`config.mk`:
```
export PLATFORM = sky130hd
export DESIGN_NAME = prefetch_queue
export DESIGN_NICKNAME = d
export VERILOG_FILES = /design/src/rtl/cpu_pkg.sv /design/src/rtl/sync_fifo.sv /design/src/rtl/prefetch_queue.sv
export SDC_FILE = /design/constraint.sdc
export NUM_CORES = 1
export LEC_CHECK = 0
export ABC_CLOCK_PERIOD_IN_PS = 3000
export CORE_ASPECT_RATIO = 0.75
export CORE_MARGIN = 10
export CORE_UTILIZATION = 49
export CTS_BUF_LIST = sky130_fd_sc_hd__clkbuf_4 sky130_fd_sc_hd__clkbuf_8
export DETAILED_ROUTE_END_ITERATION = 6
export MAX_ROUTING_LAYER = met4
export PLACE_DENSITY = 0.72
export SYNTH_ARGS = -nofsm -noshare
export SYNTH_HDL_FRONTEND = slang
export SYNTH_SLANG_ARGS = --single-unit
```
`constraint.sdc`:
```
create_clock -name clk -period 3 [get_ports clk]
set_clock_uncertainty 0.1 [all_clocks]
set_input_delay 0.45 -clock clk [delete_from_list [all_inputs] [get_ports clk]]
set_output_delay 0.45 -clock clk [all_outputs]
set_load 0.05 [all_outputs]
```
`src/rtl/cpu_pkg.sv`:
```
// Shared CPU-side constants: bus widths, reset vector and prefetcher state encoding.
package cpu_pkg;

  localparam int ADDR_W = 16;
  localparam int DATA_W = 8;
  localparam logic [ADDR_W-1:0] RESET_PC = 16'h0000;

  typedef enum logic {
    PQ_RUN   = 1'b0,
    PQ_FLUSH = 1'b1
  } pq_state_t;

endpackage

```
`src/rtl/sync_fifo.sv`:
```
// Small synchronous FIFO with clear. The head reads as zero while the FIFO is empty.
module sync_fifo #(
  parameter int DEPTH = 4,
  parameter int WIDTH = 24
) (
  input  logic                   clk,
  input  logic                   reset,
  input  logic                   push,
  input  logic                   pop,
  input  logic                   clear,
  input  logic [WIDTH-1:0]       din,
  output logic [WIDTH-1:0]       head,
  output logic [$clog2(DEPTH):0] level
);

  localparam int PW = $clog2(DEPTH);
  localparam logic [PW:0] FULL_CNT = (PW+1)'(DEPTH);

  logic [WIDTH-1:0] mem [DEPTH];
  logic [PW-1:0]    rd_ptr;
  logic [PW-1:0]    wr_ptr;
  logic [PW:0]      count;
  logic             do_push;
  logic             do_pop;

  assign do_pop  = pop && (count != '0);
  assign do_push = push && ((count != FULL_CNT) || do_pop);

  always_ff @(posedge clk) begin
    if (!reset || clear) begin
      rd_ptr <= '0;
      wr_ptr <= '0;
      count  <= '0;
    end else begin
      if (do_push) wr_ptr <= wr_ptr + 1'b1;
      if (do_pop)  rd_ptr <= rd_ptr + 1'b1;
      case ({do_push, do_pop})
        2'b10:   count <= count + 1'b1;
        2'b01:   count <= count - 1'b1;
        default: count <= count;
      endcase
    end
  end

  // Storage needs no reset; the pointers and count decide what is visible.
  always_ff @(posedge clk) begin
    if (reset && !clear && do_push) mem[wr_ptr] <= din;
  end

  assign head  = (count != '0) ? mem[rd_ptr] : '0;
  assign level = count;

endmodule

```
`src/rtl/prefetch_queue.sv`:
```
// Sequential instruction-byte prefetcher in front of the core, fed from synchronous block RAM.
// Build option: define PREFETCH_BYPASS_EN to hand a returning byte straight to the core when the queue is empty.
module prefetch_queue #(
  parameter int DEPTH = 4,
  parameter int ADDR_W = cpu_pkg::ADDR_W,
  parameter int DATA_W = cpu_pkg::DATA_W,
  parameter logic [ADDR_W-1:0] RESET_PC = cpu_pkg::RESET_PC
) (
  input  logic                   clk,
  input  logic                   reset,
  output logic [ADDR_W-1:0]      mem_addr,
  output logic                   mem_rd,
  input  logic [DATA_W-1:0]      mem_din,
  input  logic                   flush,
  input  logic [ADDR_W-1:0]      flush_pc,
  output logic [DATA_W-1:0]      byte_out,
  output logic [ADDR_W-1:0]      byte_pc,
  output logic                   byte_valid,
  input  logic                   byte_ready,
  output logic [$clog2(DEPTH):0] level
);

  import cpu_pkg::*;

  localparam int LW = $clog2(DEPTH) + 1;
  localparam int TW = DATA_W + ADDR_W;
  localparam logic [LW:0] DEPTH_V = (LW+1)'(DEPTH);

  pq_state_t         state_q;
  pq_state_t         state_d;
  logic [ADDR_W-1:0] fetch_pc;
  logic [ADDR_W-1:0] inflight_pc;
  logic              inflight;
  logic              kill;
  logic              issue;
  logic              ret_valid;
  logic              push;
  logic              pop;
  logic [LW:0]       occupancy;
  logic [LW-1:0]     fifo_level;
  logic [TW-1:0]     fifo_head;

  // The flush cycle itself is the bubble; FLUSH marks the following cycle so any late return is dropped.
  always_comb begin
    state_d = PQ_RUN;
    kill    = (state_q == PQ_FLUSH);
    if (flush) state_d = PQ_FLUSH;
  end

  always_ff @(posedge clk) begin
    if (!reset) begin
      state_q     <= PQ_RUN;
      fetch_pc    <= RESET_PC;
      inflight    <= 1'b0;
      inflight_pc <= RESET_PC;
    end else begin
      state_q  <= state_d;
      inflight <= issue;
      if (issue) inflight_pc <= fetch_pc;
      if (flush)      fetch_pc <= flush_pc;
      else if (issue) fetch_pc <= fetch_pc + 1'b1;
    end
  end

  // Counting the in-flight read guarantees its data always finds a free slot.
  assign occupancy = {1'b0, fifo_level} + {{LW{1'b0}}, inflight};
  assign issue     = reset && !flush && (occupancy < DEPTH_V);
  assign mem_rd    = issue;
  assign mem_addr  = fetch_pc;
  assign ret_valid = inflight && !kill && !flush;

`ifdef PREFETCH_BYPASS_EN
  logic bypass;

  assign bypass     = ret_valid && (fifo_level == '0);
  assign byte_valid = !flush && ((fifo_level != '0) || bypass);
  assign byte_out   = bypass ? mem_din : fifo_head[DATA_W-1:0];
  assign byte_pc    = bypass ? inflight_pc : fifo_head[TW-1:DATA_W];
  assign push       = ret_valid && !(bypass && byte_ready);
`else
  assign byte_valid = !flush && (fifo_level != '0);
  assign byte_out   = fifo_head[DATA_W-1:0];
  assign byte_pc    = fifo_head[TW-1:DATA_W];
  assign push       = ret_valid;
`endif

  assign pop   = byte_valid && byte_ready;
  assign level = fifo_level;

  sync_fifo #(
    .DEPTH (DEPTH),
    .WIDTH (TW)
  ) u_fifo (
    .clk   (clk),
    .reset (reset),
    .push  (push),
    .pop   (pop),
    .clear (flush),
    .din   ({inflight_pc, mem_din}),
    .head  (fifo_head),
    .level (fifo_level)
  );

endmodule

```
# Yosys cells after proc, flatten, opt, wreduce, memory -nomap -nowiden
# Memories as Yosys holds them, arrays and structs flattened. A register that Yosys moved wholly into a read port is not among the register bits.
# Cells that the tools add are included.
[word_totals]
regBits = 41
word_cells = 44
output_inout_bits = 45
inputBits = 28
memories = 1
ram_bits = 96
[classes]
addsub = 6
order_cmp = 1
reduce_logical = 17
muxes = 9
n_eq_ne = 3
[memory_table]
columns = ["memory", "words", "width", "read_ports", "rd_ports_with_merged_regs", "wr", "line_no", "rtl"]
rows = [
  ["u_fifo.mem", 4, 24, 1, 1, 1, "sync_fifo.sv:19", "logic [WIDTH-1:0] mem [DEPTH];"],
]
[op_table]
columns = ["op", "count"]
rows = [
  ["$mux 16", 2],
  ["$mux 24", 1],
  ["$add 16x1->16 const B", 1],
  ["$logic_and 1x1->1", 9],
  ["$pmux 3 s2", 1],
  ["$add 2x1->2 const B", 2],
  ["$add 3x1->4", 1],
  ["$lt 4x3->1 const B", 1],
  ["$mux 2", 2],
  ["$reduce_bool 2->1", 2],
  ["$add 3x1->3 const B", 1],
  ["$logic_not 1->1", 3],
  ["$mux 1", 3],
  ["$ne 3x3->1 const B", 1],
  ["$reduce_bool 3->1", 1],
  ["$sub 3x1->3 const B", 1],
  ["$eq 2x1->1 const B", 1],
  ["$eq 2x2->1 const B", 1],
  ["$logic_or 1x1->1", 2],
]

# Logic depth before layout (Yosys ltp)
[depth]
depth_word = 9
ltp_mapped = 9
ltp_nobuf = 9

# Modules after synthesis
# A second synthesis with hierarchy kept.
[unflattened]
hier_cells = 405
area_unflattened_um2 = 5813.1
[modules_own_cells]
columns = ["mod", "cells_each", "n_inst", "seq_area_each_um2", "area_each_um2"]
rows = [
  ["sync_fifo", 218, 1, 3062.9, 4276.6],
  ["prefetch_queue", 187, 1, 680.7, 1536.5],
]

# Worst setup path after synthesis
# No wires, ideal clock.
[synth_timing]
path_type = "flip-flop to flip-flop"
from = "register u_fifo.count[0], in the netlist u_fifo.level[0]"
to = "register u_fifo.count[2], in the netlist u_fifo.level[2]"
slack_ps = 422
arrival_ps = 2408
stages_incl_launch_ff = 10
setup_time_ps = 70
n_path_buf = 0
required_time_ps = 2830
period_less_slack_ps = 2578
cell_sequence = "dfxtp_1 > nor3_1 > nand2b_1 > nor2_1 > ha_1 > inv_1 > fa_1 > xor2_1 > or3_1 > a21oi_1"
[synth_via]
elab_chain_cells = 8
elab_cells_between_ends = 13
cone_classes = "add/sub (2); eq/ne (3); mux (1); reduce/logical (7)"
[synth_lines]
columns = ["item", "line_no", "rtl"]
rows = [
  ["from (decl)", "sync_fifo.sv:22", "logic [PW:0] count;"],
  ["from (signal assigned)", "sync_fifo.sv:38", "2'b10: count <= count + 1'b1;"],
  ["from (signal assigned)", "sync_fifo.sv:39", "2'b01: count <= count - 1'b1;"],
  ["from (signal assigned)", "sync_fifo.sv:40", "default: count <= count;"],
  ["$reduce_bool 3->1 (*)", "sync_fifo.sv:26, prefetch_queue.sv:81", ""],
  ["$logic_and 1x1->1", "prefetch_queue.sv:81", "assign byte_valid = !flush && (fifo_level != '0);"],
  ["$logic_and 1x1->1", "prefetch_queue.sv:87", "assign pop = byte_valid && byte_ready;"],
  ["$logic_and 1x1->1 (*)", "sync_fifo.sv:26", "assign do_pop = pop && (count != '0);"],
  ["via u_fifo.do_pop", "sync_fifo.sv:24", "logic do_pop;"],
  ["$logic_or 1x1->1", "sync_fifo.sv:27", "assign do_push = push && ((count != FULL_CNT) || do_pop);"],
  ["$logic_and 1x1->1", "sync_fifo.sv:27", ""],
  ["$eq 2x1->1 / $eq 2x2->1 (equally long branches)", "sync_fifo.sv:37", "case ({do_push, do_pop})"],
  ["$pmux 3 s2 / $reduce_bool 2->1 (equally long branches)", "n/a", ""],
]
# The timed path passes the listed nets; every way through them passes the cells marked *.
# A chain may end at the register's enable or synchronous reset.

==> flow_metrics.env <==
export IMPL_die_h_um=112
export IMPL_multi_input_area_um2=1690
export IMPL_synth_seq_cells=139
export IMPL_postCtsSetupRepairBufs=0
export IMPL_placed_cell_area_um2=6640
export IMPL_vias_per_cell=5.62
export IMPL_period_share=0.897
export IMPL_area_delta_synth_final_pct=27.1
export IMPL_cts_sinks=139
export IMPL_synth_edf_count=96
export IMPL_ant_nets=0
export IMPL_hold_class="reg2reg"
export IMPL_drtPass1Iterations=5
export IMPL_path_class="reg2out"
export IMPL_synthArstFlopShare=0
export IMPL_place_congestion=0.833
export IMPL_ys_flop_type="edfxtp_1"
export IMPL_synthCells=396
export IMPL_setup_worst_path_start_class="flop"
export IMPL_required_ns=2.45
export IMPL_core_rowCount=33
export IMPL_grt_pass1_vias=3618
export IMPL_cts_tree="yes"
export IMPL_ctsHtreeMaxLevel=4
export IMPL_clock_fmax_ghz=0.372
export IMPL_cts_buffer_depth=2
export IMPL_syn_nets=431
export IMPL_final_nets=513
export IMPL_die_area_um2=16100
export IMPL_grt_max_degree=33
export IMPL_hold_ws_ns=0.404
export IMPL_seqCellArea_um2=3740
export IMPL_power_density_nw_per_um2=569
export IMPL_period_minus_slack_ns=2.69
export IMPL_drive_above_1_share=0.204
export IMPL_io_pins=73
export IMPL_grt_pass1_wl_mm=18.9
export IMPL_antenna_found_initial=0
export IMPL_setup_tns_ns=0
export IMPL_cts_root_buf="clkbuf_8"
export IMPL_drt_iter0_drc=217
export IMPL_synth_warnings=0
export IMPL_layout_common_cells="edfxtp_1, clkdlybuf4s50_1, dfxtp_1, nand2_1, a21oi_1"
export IMPL_ys_types=39
export IMPL_final_area_um2=7090
export IMPL_drt_total_wl_mm=11.8
export IMPL_n_antenna_cell=0
export IMPL_setup_viol_count_final=0
export IMPL_worstMarginPinSlew_ns=0.762
export IMPL_syn_area_per_cell_um2=14.1
export IMPL_leakagePower_nw=2.48
export IMPL_drc=0
export IMPL_dp_hpwl_mm=7.80
export IMPL_coreArea_um2=11000
export IMPL_portBuffers=72
export IMPL_vdd_drop_max_mv=0.304
export IMPL_fillers=824
export IMPL_critPathCaptureType="output pin"
export IMPL_insertion_delay_ns=0.43
export IMPL_grt_overflow=0
export IMPL_clk_pin_slew_ns=0.08
export IMPL_drv_cap=0
export IMPL_track_usage=0.157
export IMPL_cp_arrival_ns=2.14
export IMPL_post_drt_wl_per_cell_um=18.7
export IMPL_cts_hold_buf=0
export IMPL_cts_buffers=17
export IMPL_slew_violations=0
export IMPL_finalHoldViolations=0
export IMPL_die_w_um=143
export IMPL_via_count=3548
export IMPL_cts_resized=0
export IMPL_outcome="completed"
export IMPL_slew_headroom=0.490
export IMPL_layout_cells_most_common="edfxtp_1"
export IMPL_critical_path_max_fanout=14
export IMPL_rsz0062_at_grt="no"
export IMPL_synth_area_um2=5580
export IMPL_power_mw=4.04
export IMPL_ys_seq_area_frac=0.671
export IMPL_start_util=0.506
## stage by stage
step | setup slack (ns) | std cells | utilization
final | 0.310 | 631 | 0.643
after detailed placement | 0.173 | 599 | 0.602
after global placement | 0.263 | 599 | 0.602
after global routing | 0.164 | 631 | 0.643
after CTS | 0.217 | 631 | 0.643
after floorplan | 0.422 | 396 | -
## routing by layer
layer	global-route usage	up-vias	routed length, um
met5	-	-	0
met4	0.0489	0	83
met3	0.0560	10	950
met2	0.223	146	5350
met1	0.207	1743	5410
li1	-	1649	-
## cell usage after synthesis, types with 5 or more instances
| cell | instances | share of area |
|---|---|---|
| nor2_1 | 22 | 0.015 |
| a21oi_1 | 31 | 0.028 |
| buf_2 | 7 | 0.0063 |
| nor2b_1 | 24 | 0.027 |
| edfxtp_1 | 96 | 0.52 |
| o21ai_0 | 12 | 0.011 |
| nand3_1 | 7 | 0.0063 |
| nand2_1 | 37 | 0.025 |
| dfxtp_1 | 43 | 0.15 |
| clkbuf_1 | 13 | 0.0087 |
| ha_1 | 6 | 0.013 |
| inv_1 | 11 | 0.0074 |
| mux4_2 | 24 | 0.097 |
| a31oi_1 | 5 | 0.0056 |
| nand4_1 | 7 | 0.0078 |
| and3_1 | 8 | 0.0090 |
## path summary, 6_finish.rpt
path | from | end | slack [ns] | cells after the start
worst max register to register | u_fifo.level[0] | u_fifo.level[2] | 0.66 | 9
worst min register to register | inflight_pc[8] | inflight_pc[8] | 0.40 | 2
worst min-delay path | inflight_pc[8] | inflight_pc[8] | 0.40 | 2
worst max-delay path | flop | byte_pc[3] | 0.31 | 4
## where the power goes
group | leakage, nW | switching, mW | internal [mW] | total (mW)
Combinational | 0.923 | 0.145 | 0.101 | 0.246
Clock | 0.231 | 0.679 | 1.01 | 1.69
Sequential | 1.32 | 0.0352 | 2.06 | 2.10
## registers in the layout (all words and copies together), names as in the netlist, named ones only
| register | cells |
|---|---|
| kill | 1 |
| u_fifo.rd_ptr | 2 |
| u_fifo.mem | 96 |
| inflight | 1 |
| u_fifo.level | 3 |
| mem_addr | 16 |
| u_fifo.wr_ptr | 2 |
| inflight_pc | 16 |
## cell type report
class | count | area share
timing repair buffer | 86 | 0.139
clock buffer | 20 | 0.0362
inverter | 12 | 0.00635
multi-input combinational | 222 | 0.238
tap | 140 | 0.0247
sequential | 139 | 0.528
clock inverter | 12 | 0.0275
## kinds of logic (layout without fill, tap and decap cells)
group / after synthesis / after routing / share of synthesized area
DFF: 139 / 139 / 0.671
adders and majority gates: 7 / 7 / 0.0170
muxes: 26 / 26 / 0.100
and+or+nand+nor: 124 / 124 / 0.114
xor gates and xnor gates: 6 / 6 / 0.00942
buffers and inverters: 35 / 130 / 0.0271
AOI/OAI and AO/OA: 59 / 59 / 0.0606
## critical path, cell delays in order (launching register included)
cell	delay, ns
dfxtp_2	0.60
buf_12	0.23
mux4_2	0.52
nor2b_1	0.17
buf_12	0.17
No activity file was read; power rests on OpenSTA's default activity.
